--- config.mk ---
export PLATFORM = sky130hd
export DESIGN_NAME = muon_buffer_writer
export DESIGN_NICKNAME = d
export VERILOG_FILES = /design/src/rtl/muon_buffer_writer.sv
export SDC_FILE = /design/constraint.sdc
export NUM_CORES = 1
export LEC_CHECK = 0
export BUFFER_PORTS_ARGS = -buffer_cell sky130_fd_sc_hd__buf_2
export CAP_MARGIN = 20
export CORE_ASPECT_RATIO = 0.7
export CORE_MARGIN = 2
export CORE_UTILIZATION = 55
export CTS_BUF_LIST = sky130_fd_sc_hd__clkbuf_8
export DETAILED_ROUTE_END_ITERATION = 6
export GPL_TIMING_DRIVEN = 0
export HOLD_SLACK_MARGIN = 0.15
export PLACE_DENSITY = 0.81
export SETUP_SLACK_MARGIN = 0.05
export SLEW_MARGIN = 10
export SYNTH_ARGS = -nofsm -noshare
export SYNTH_HDL_FRONTEND = slang
export SYNTH_SLANG_ARGS = --single-unit
--- constraint.sdc ---
create_clock -name CLK -period 3.19 [get_ports CLK]
set_input_delay 0.1595 -clock CLK [delete_from_list [all_inputs] [get_ports CLK]]
set_output_delay 0.1595 -clock CLK [all_outputs]
set_load 0.02 [all_outputs]
--- src/rtl/muon_buffer_writer.sv ---
// Muon event writer: stores a header (index, timestamp) and a sample burst per trigger
// into BRAM, then hands the whole buffer to DMA once it is full.
module muon_buffer_writer #(
  parameter int unsigned BURST_LEN  = 16,
  parameter int unsigned MAX_EVENTS = 1024
) (
  input  logic        CLK,
  input  logic        RST,
  input  logic        ENABLE,
  input  logic        TRIG,
  input  logic [31:0] DATA_IN,
  input  logic [31:0] TIME_IN,
  input  logic        DMA_DONE,
  output logic [16:0] ADDR_A,
  output logic        ENA_A,
  output logic [3:0]  WE_A,
  output logic [31:0] DOUT,
  output logic        SEL_B,
  output logic        FULL,
  output logic [15:0] NEVENTS,
  output logic [15:0] LOST_CNT
);

  typedef enum logic [2:0] {
    StIdle,
    StHdr0,
    StHdr1,
    StSamples,
    StCheck,
    StHandoff
  } state_e;

  localparam int unsigned CntW = (BURST_LEN > 1) ? $clog2(BURST_LEN) : 1;
  localparam logic [CntW-1:0] LastSample = CntW'(BURST_LEN - 1);
  localparam logic [17:0] EventWords = 18'(BURST_LEN + 2);
  localparam logic [17:0] AddrLimit = 18'h20000;
  localparam logic [15:0] MaxEvents = 16'(MAX_EVENTS);

  state_e          state_q, state_d;
  logic [CntW-1:0] smp_q, smp_d;
  logic [15:0]     count_q, count_d;
  logic [31:0]     ts_q, ts_d;
  logic [16:0]     addr_q, addr_d;
  logic            ena_q, ena_d;
  logic [3:0]      we_q, we_d;
  logic [31:0]     dout_q, dout_d;
  logic            sel_q, sel_d;
  logic            full_q, full_d;
  logic [15:0]     nev_q, nev_d;
  logic [15:0]     lost_q, lost_d;
  // High for the first cycle after reset releases; a trigger then is ignored.
  logic            rst_prev_q;

  logic        trig_ok;
  logic [15:0] count_inc;
  logic        fits;

  always_comb begin
    state_d = state_q;
    smp_d   = smp_q;
    count_d = count_q;
    ts_d    = ts_q;
    addr_d  = addr_q;
    ena_d   = 1'b0;
    dout_d  = dout_q;
    sel_d   = sel_q;
    full_d  = full_q;
    nev_d   = nev_q;
    lost_d  = lost_q;

    trig_ok   = TRIG && ENABLE && !rst_prev_q;
    count_inc = count_q + 16'd1;
    // The next event needs EventWords addresses starting at the current write pointer.
    fits      = ({1'b0, addr_q} + EventWords) <= AddrLimit;

    if (ena_q) begin
      addr_d = addr_q + 17'd1;
    end
    if (TRIG && (state_q != StIdle) && (lost_q != 16'hFFFF)) begin
      lost_d = lost_q + 16'd1;
    end

    unique case (state_q)
      StIdle: begin
        if (trig_ok) begin
          state_d = StHdr0;
          ts_d    = TIME_IN;
          ena_d   = 1'b1;
          dout_d  = {16'h0, count_q};
        end
      end
      StHdr0: begin
        state_d = StHdr1;
        ena_d   = 1'b1;
        dout_d  = ts_q;
      end
      StHdr1: begin
        state_d = StSamples;
        smp_d   = '0;
        ena_d   = 1'b1;
        dout_d  = DATA_IN;
      end
      StSamples: begin
        if (smp_q == LastSample) begin
          state_d = StCheck;
        end else begin
          smp_d  = smp_q + 1'b1;
          ena_d  = 1'b1;
          dout_d = DATA_IN;
        end
      end
      StCheck: begin
        count_d = count_inc;
        if ((count_inc == MaxEvents) || !fits) begin
          state_d = StHandoff;
          sel_d   = 1'b1;
          full_d  = 1'b1;
          nev_d   = count_inc;
        end else begin
          state_d = StIdle;
        end
      end
      StHandoff: begin
        if (DMA_DONE) begin
          state_d = StIdle;
          sel_d   = 1'b0;
          full_d  = 1'b0;
          nev_d   = 16'h0;
          addr_d  = 17'h0;
          count_d = 16'h0;
        end
      end
      default: state_d = StIdle;
    endcase

    we_d = {4{ena_d}};
  end

  always_ff @(posedge CLK) begin
    if (RST) begin
      state_q    <= StIdle;
      smp_q      <= '0;
      count_q    <= 16'h0;
      ts_q       <= 32'h0;
      addr_q     <= 17'h0;
      ena_q      <= 1'b0;
      we_q       <= 4'h0;
      dout_q     <= 32'h0;
      sel_q      <= 1'b0;
      full_q     <= 1'b0;
      nev_q      <= 16'h0;
      lost_q     <= 16'h0;
      rst_prev_q <= 1'b1;
    end else begin
      state_q    <= state_d;
      smp_q      <= smp_d;
      count_q    <= count_d;
      ts_q       <= ts_d;
      addr_q     <= addr_d;
      ena_q      <= ena_d;
      we_q       <= we_d;
      dout_q     <= dout_d;
      sel_q      <= sel_d;
      full_q     <= full_d;
      nev_q      <= nev_d;
      lost_q     <= lost_d;
      rst_prev_q <= 1'b0;
    end
  end

  assign ADDR_A   = addr_q;
  assign ENA_A    = ena_q;
  assign WE_A     = we_q;
  assign DOUT     = dout_q;
  assign SEL_B    = sel_q;
  assign FULL     = full_q;
  assign NEVENTS  = nev_q;
  assign LOST_CNT = lost_q;

endmodule

# Word-level counts from Yosys, hierarchy flattened
# Cells that the tools add are included.
[word_totals]
output_inout_bits = 88
reg_bits = 140
[op_classes]
reduce_logical = 19
mux = 24
order_cmp = 1
addsub = 5
n_eq_ne = 13
[ops]
columns = ["cell", "count"]
rows = [
  ["case mux 32 bit (4 select lines)", 1],
  ["2-to-1 mux 32 bit", 2],
  ["case mux 16 bit (2 select lines)", 2],
  ["2-to-1 mux 17 bit", 3],
  ["adder 16 x 1 -> 16 bit, second input constant", 2],
  ["2-to-1 mux 16 bit", 2],
  ["adder 17 x 5 -> 18 bit, second input constant", 1],
  ["<= comparator 18 bit, second input constant", 1],
  ["case mux 3 bit (6 select lines)", 1],
  ["adder 17 x 1 -> 17 bit, second input constant", 1],
  ["equality test 16 x 11 -> 1 bit, second input constant", 1],
  ["!= test 16 bit, second input constant", 1],
  ["2-to-1 mux 3 bit", 4],
  ["!= test 2 bit, second input constant", 5],
  ["AND reduction 3 bit", 3],
  ["case mux 4 bit (2 select lines)", 1],
  ["equality test 3 x 2 -> 1 bit, second input constant", 2],
  ["equality test 3 bit, second input constant", 2],
  ["AND reduction 2 bit", 3],
  ["2-to-1 mux 1 bit", 5],
  ["adder 4 x 1 -> 4 bit, second input constant", 1],
  ["equality test 4 bit, second input constant", 1],
  ["logical AND 1 bit", 4],
  ["2-to-1 mux 4 bit", 1],
  ["10 further kinds", 12],
]

# Depth between registers and ports, before layout
# Gate-level depths: netlist of the first run.
[logic_depth]
ltp_word = 6
ltp_mapped = 11

# Worst setup path before layout of the first run
# Ideal clock, no wire load.
[synth_timing]
path_type = "register -> register"
startpoint = "reg count_q[0]"
endpoint = "reg nev_q[11], in the netlist NEVENTS[11]"
slack_ns = 0.491
stages_incl_launch_ff = 12
period_less_slack_ns = 2.699
t_arrival_ns = 2.582
path_cell_list = "dfxtp_1 > ha_1 > nand3_2 > or4_1 > buf_2 > xnor2_2 > and3_1 > nand4_4 > a31oi_1 > nor2_1 > buf_6 > a22o_1"
[synth_between]
elab_chain_cells = 5
word_cells_on_any_way = 7
cone_classes = "1 x add/sub; 2 x eq/ne; 2 x mux; 2 x reduce/logical"
[synth_lines]
columns = ["item", "line", "rtl"]
rows = [
  ["from (decl)", "41", "logic [15:0] count_q, count_d;"],
  ["from (signal assigned)", "157", "count_q <= count_d;"],
  ["adder 16 x 1 -> 16 bit (*)", "72", "count_inc = count_q + 16'd1;"],
  ["equality test 16 x 11 -> 1 bit", "114", "if ((count_inc == MaxEvents) || !fits) begin"],
  ["logical OR 1 bit", "114", ""],
  ["!= test 2 bit (no source line)", "n/a", ""],
  ["AND reduction 3 bit (no source line)", "n/a", ""],
  ["to (signal assigned)", "165", "nev_q <= nev_d;"],
  ["to (decl)", "49", "logic [15:0] nev_q, nev_d;"],
]
# Every way passes the cells marked *; elsewhere a longest branch is shown, timed or not. The select of a mux whose other input is x is not followed.
# A chain may end at the register's enable or synchronous reset.

# Worst setup path after layout of the first run
[layout_timing]
startpoint = "reg count_q[1]"
endpoint = "reg nev_q[8], in the netlist NEVENTS[8]"
# The elaborated chain is that of the path after synthesis.

==> out/results.ini, run 1 <==
[sta]
fmax_ghz = 0.344
period_share_pct = 91.0
layout_setup_ws_ns = 0.286
setup-tns-final_ns = 0
slew-limit-headroom_pct = 33.0
grt_setup_unrepaired = false
clock_skew_ns = 0.0115
tightestPinTransition_ns = 0.997
drv_slew = 0
layout_min_cycle_time_ns = 2.90
setup_viol = 0
hold_viol = 0

[critical_path]
crit_path_max_fanout = 10
worst_ep_arrival_time_ns = 3.25
critical_path_required_ns = 3.54
end_kind = register
path_class = reg2reg
cp-start-kind = register

[yosys]
synth_cells = 790
ys_seq_area_share_pct = 43.4
ys_seq_elements = 139
synth-edff-count = 0
synthMuxAreaShare_pct = 0.312
synth_top_family_by_area = simple AND/OR/NAND/NOR gates
ys_types = 52
syn_nets = 866
synth_compound_area_share_pct = 20.9
yosysTopAreaCellShare_pct = 43.4
synth-main-ff-cell = dfxtp_1
yosysMostFrequentCell = dfxtp_1
ys_async_sr_fraction_pct = 0
synth-simple-area-share_pct = 22.5
synth-xor-area-share_pct = 6.40
yosys_warnings = 0
netlist_area_sq_um = 6420
synth_fa_ha_area_share_pct = 1.37
synth_commonest_cells = 139 x dfxtp_1, 115 x nand2_1, 113 x nor2_1, 61 x a21oi_1, 46 x clkbuf_1
synth_top_area_cell = dfxtp_1
synth_area_leaders = dfxtp_1 43%, nand2_1 6.7%, nor2_1 6.6%
syn_area_per_cell_sq_um = 8.12

[die]
die_h_microns = 94.4
core_area_sq_um = 11200
boundaryPins = 157
die_x_microns = 133
die_area_sq_um = 12600
initial_utilization_pct = 57.4
row_count = 32

[cts]
numCtsBuffers = 17
clk_latency_ns = 0.45
clockBufferDepth = 2
cts_sinks = 139
cts.clk_slew.worst_paths_ns = 0.08
htreeDepth = 4
root_buffer = clkbuf_8
tritoncts = done

[detailed_routing]
wl_per_cell_microns = 17.0
drtAntennaViolNets = 0
drc = 0
vias = 6799
drt_first_iter_violations = 751
via_per_inst = 5.70
dr.pass1.iters = 6
wl_mm = 20.3

[power]
power.share.clock_pct = 41.1
switchingPower_mw = 1.12
pwr-share-seq_pct = 44.9
leakagePower_nw = 3.42
ir_drop_mv = 0.301
power.internal_mw = 2.96
powerDensity_nw_per_um2 = 482
p_comb_share_pct = 14.0
p_sw_share_pct = 27.5

[global_routing]
overflow = 0
grt_use_total_pct = 32.0
grt_pass1_vias = 6214
antenna_found_initial = 0
grt_pass1_wl_mm = 31.4
grt_max_degree = 17

[layout]
area_delta_synth_final_pct = 32.0
drive_gt1_share_pct = 20.8
n_fill_cell = 813
finalNetCount = 1101

[outcome]
status = finished, final reports clean

[placed_design]
dp_hpwl_mm = 13.3
dpl_worst_slack_ns = 0.108
place.gp.congestion = 0.916
portBuffers = 156

[flow_run]
max_cap_violations = 0

[worst_hold_path]
hold_path.class = in2reg

==> cell families after synthesis <==
logic type,count (synthesis)
buffers and inverters,74
flip-flops,139
AO/OA/AOI/OAI,198
multiplexers,2
XOR/XNOR,46
AND/OR/NAND/NOR,324
adder cells (fa/ha/maj),7
==> flip-flops by register name, indices dropped and copies added, names as in the netlist <==
name / cells
FULL: 1
count_q: 16
WE_A: 1
ts_q: 32
NEVENTS: 16
smp_q: 4
DOUT: 32
ADDR_A: 17
LOST_CNT: 16
state_q: 3
rst_prev_q: 1
==> cells in the final DEF, fill, tap and decap left out, drive strengths merged, types with 3 or more instances in the layout <==
cell,instances
buf,176
dfxtp,139
nand2,115
nor2,113
clkbuf,64
a21oi,62
dlygate4sd3,58
a22oi,37
a22o,25
nand3,24
xor2,23
xnor2,23
nor3,21
o21ai,19
a211oi,15
inv,12
a221oi,11
nand4,11
and3,8
a31oi,8
ha,7
or3,6
nor4,5
bufinv,5
nand3b,4
nand2b,4
clkinvlp,4
a21o,3
o2bb2ai,3
and4,3
and2,3
clkinv,3
==> final timing paths <==
path | startpoint | depth (start not counted) | endpoint | slack [ns]
setup / recovery | count_q[1]$_SDFFE_PP0P_ | 11 | NEVENTS[8]$_SDFFE_PP0P_ | 0.29
setup reg to reg | count_q[1]$_SDFFE_PP0P_ | 11 | NEVENTS[8]$_SDFFE_PP0P_ | 0.29
hold / removal | DATA_IN[15] | 3 | DOUT[15]$_SDFFE_PP0P_ | 0.17
hold reg to reg | DOUT[11]$_SDFFE_PP0P_ | 2 | DOUT[11]$_SDFFE_PP0P_ | 0.45
==> power by group through the flow <==
stage	clock network, mW	registers, mW	logic, mW
2_1_floorplan	0	1.90	0.284
3_3_place_gp	0	1.87	0.487
3_5_place_dp	0	1.87	0.492
4_1_cts	1.67	1.83	0.548
5_1_grt	1.76	1.84	0.616
6_report	1.68	1.83	0.571
==> layout make-up <==
type	instances	area, sq um	area share, %
clock buffer	18	248	2.92
buffer	64	289	3.41
multi-input combinational	577	3330	39.3
clock inverter	14	216	2.56
inverter	10	37.5	0.443
tap	153	191	2.26
timing repair buffer	216	1380	16.2
antenna	1	2.50	0.0295
sequential	139	2780	32.9
==> through the flow <==
stage               instances  hold slack (ns)  util (%)  instance area, sq um  total power [mW]
floorplan                 790            0.187         -                  6420              2.18
global placement         1099            0.373      66.1                  7390              2.36
detailed placement       1099            0.362      66.1                  7390              2.36
CTS                      1189            0.158      75.5                  8430              4.05
global route             1191            0.165      75.8                  8470              4.21
finish                   1192            0.170      75.8                  8470              4.08
==> worst max-delay path, cell delays in order (launching register included) <==
cell and delay, ns:
dfxtp_1 0.50, ha_4 0.24, nand3_2 0.15, or4_1 0.50
buf_2 0.18, xnor2_2 0.14, and3_1 0.25, nand4_4 0.15
a31oi_1 0.20, nor2_1 0.13, buf_6 0.16, a22o_1 0.22
==> routing by layer <==
metal	wire, microns	GRT usage [%]	vias up
met4	557	13.4	0
met5	0	0	-
met3	2250	8.37	60
met1	8870	44.3	3074
met2	8620	47.7	420
li1	-	-	3245
==> what timing repair did <==
action,4_1_cts,5_1_grt
endpoints found under the setup margin,0,14
endpoints found under the hold margin,58,0
buffers inserted,0,2
hold buffers,58,0
resized for setup,0,4
Power figures use the tool's default switching activity.
==> inputs of run 2 (changes only) <==
CORE_MARGIN = default   (was 2)
==> run 2 against run 1 <==
  * Critical path depth stayed put
  * Sequential share of layout area rose by 0.13 points
  * Combinational power is 2% higher
  * Clock power down 8%
  * Non-clock buffer count grew 1
  * First-iteration DRC count increased by 8.7%
  * Cell count stayed put
  * Critical path type unchanged
  * Highest routed layer unchanged
==> out/results.ini, run 2 (synthesized netlist as in run 1, its figures left out) <==
[die]
die_x_microns = 131  ; -1.5%
row_count = 32  ; unchanged
core_area_sq_um = 11200  ; unchanged
initial_utilization_pct = 57.4  ; unchanged
boundaryPins = 157  ; unchanged
die_area_sq_um = 12100  ; -3.6%
die_h_microns = 92.4  ; -2.1%

[layout]
finalNetCount = 1102  ; +0.091%
final_common_cell = buf_2
seq_area_sq_um = 2780  ; unchanged
antennaDiodeCount = 0  ; -1
area_delta_synth_final_pct = 31.5
n_fill_cell = 803  ; -1.2%
layout_common_cells = 162 x buf_2, 138 x dfxtp_1, 115 x nand2_1
drive_gt1_share_pct = 20.6  ; -0.21 points
fin_area_sq_um = 8440  ; -0.38%
multiInputGateArea_sq_um = 3330  ; unchanged
instances_no_fill = 1192  ; unchanged

[detailed_routing]
via_per_inst = 5.82  ; +2.1%
vias = 6940  ; +2.1%
drt_first_iter_violations = 816  ; +8.7%
drc = 0  ; unchanged
dr.pass1.iters = 5  ; -1
wl_mm = 20.7  ; +2.0%
drtAntennaViolNets = 0  ; unchanged
wl_per_cell_microns = 17.4  ; +2.0%

[critical_path]
end_kind = register
cp-start-kind = register
crit_path_max_fanout = 10  ; unchanged
worst_ep_arrival_time_ns = 3.32  ; +0.07 ns
critical_path_required_ns = 3.54  ; about the same
path_class = reg2reg

[sta]
period_share_pct = 93.2  ; +2.2 points
grt_setup_unrepaired = false
tightestPinTransition_ns = 1.04  ; +0.0458 ns
setup_viol = 0  ; unchanged
slew-limit-headroom_pct = 29.9  ; -3.1 points
layout_min_cycle_time_ns = 2.97  ; +0.0686 ns
clock_skew_ns = 0.0252  ; +0.0137 ns
setup-tns-final_ns = 0  ; unchanged
holdWs_ns = 0.224  ; +0.0543 ns
hold_viol = 0  ; unchanged
fmax_ghz = 0.336  ; -2.3%
drv_slew = 0  ; unchanged

[cts]
cts_setup_buffers = 0  ; unchanged
htreeDepth = 4  ; unchanged
clockBufferDepth = 2  ; unchanged
tritoncts = done
cts.clk_slew.worst_paths_ns = 0.08  ; about the same
clk_latency_ns = 0.47  ; +0.02 ns
root_buffer = clkbuf_8
cts_sinks = 139  ; unchanged
numCtsBuffers = 17  ; unchanged

[placed_design]
dp.cells = 1099  ; unchanged
placed_cell_area_sq_um = 7390  ; unchanged
place.gp.congestion = 0.914  ; -0.24%
dp_hpwl_mm = 13.0  ; -2.0%
portBuffers = 156  ; unchanged

[power]
power.total_mw = 3.97  ; -2.7%
leakagePower_nw = 3.40  ; -0.35%
powerDensity_nw_per_um2 = 471  ; -2.3%
ir_drop_mv = 0.318  ; +5.5%

[outcome]
status = finished, final reports clean

[global_routing]
overflow = 0  ; unchanged
antenna_found_initial = 0  ; unchanged
grt_max_degree = 17  ; unchanged
grt_pass1_vias = 6333  ; +1.9%
grt_use_total_pct = 35.1  ; +3.1 points
grt_pass1_wl_mm = 32.3  ; +2.8%

[worst_hold_path]
hold_path.class = in2reg

[flow_run]
max_cap_violations = 0  ; unchanged

run 2: changes by cell type in the layout (fill, tap and decap cells not counted), sizes merged:
cell	before	now
clkinv	3	4
diode	1	0
clkinvlp	4	2
buf	176	174
inv	12	16
clkbuf	64	63
bufinv	5	3
dlygate4sd3	58	61
run 2: final cells by class:
class,instances,area share (%)
tap,153,2.27
sequential,139,33.0
buffer,64,3.43
clock inverter,15,2.19
clock buffer,17,2.77
timing repair buffer,217,16.5
multi-input combinational,577,39.4
inverter,10,0.445
run 2: power by group:
part	internal (mW)	switching (mW)	total, mW
combinational	0.218	0.367	0.585
sequential	1.79	0.0466	1.83
clock	0.787	0.766	1.55
total	2.79	1.18	3.97
run 2: per-layer routing:
metal	routed length, microns	up-vias	GRT usage, %
li1	-	3243	-
met2	9070	462	51.8
met3	2480	63	9.53
met5	0	-	0.905
met4	539	0	14.7
met1	8630	3172	48.0
run 2: worst paths after layout:
check,start,endpoint,slack [ns],cells past startpoint
max,count_q[1]$_SDFFE_PP0P_,NEVENTS[7]$_SDFFE_PP0P_,0.22,11
min,DATA_IN[10],DOUT[10]$_SDFFE_PP0P_,0.22,5
max reg2reg,count_q[1]$_SDFFE_PP0P_,NEVENTS[7]$_SDFFE_PP0P_,0.22,11
min reg2reg,FULL$_SDFFE_PP0P_,FULL$_SDFFE_PP0P_,0.45,2
run 2: what timing repair did:
| action | CTS | global route |
|---|---|---|
| endpoints found under the setup margin | 4 | 12 |
| hold buffers | 61 | 0 |
| gates resized for setup | 1 | 3 |
| hold endpoints to repair | 61 | 0 |
run 2: metrics by stage:
step | util, % | setup WS, ns
after detailed placement | 66.1 | 0.0586
after global placement | 66.1 | 0.0841
after global routing | 75.5 | 0.120
final | 75.5 | 0.217
after floorplan | - | 0.491
after CTS | 75.4 | 0.143
run 2: worst max-delay path, stage by stage (launching register included):
cell	delay, ns
dfxtp_1	0.53
ha_4	0.24
nand3_2	0.15
or4_1	0.49
buf_2	0.18
xnor2_2	0.14
and3_1	0.24
nand4_4	0.15
a31oi_1	0.21
nor2_1	0.14
buf_6	0.17
a22o_1	0.22
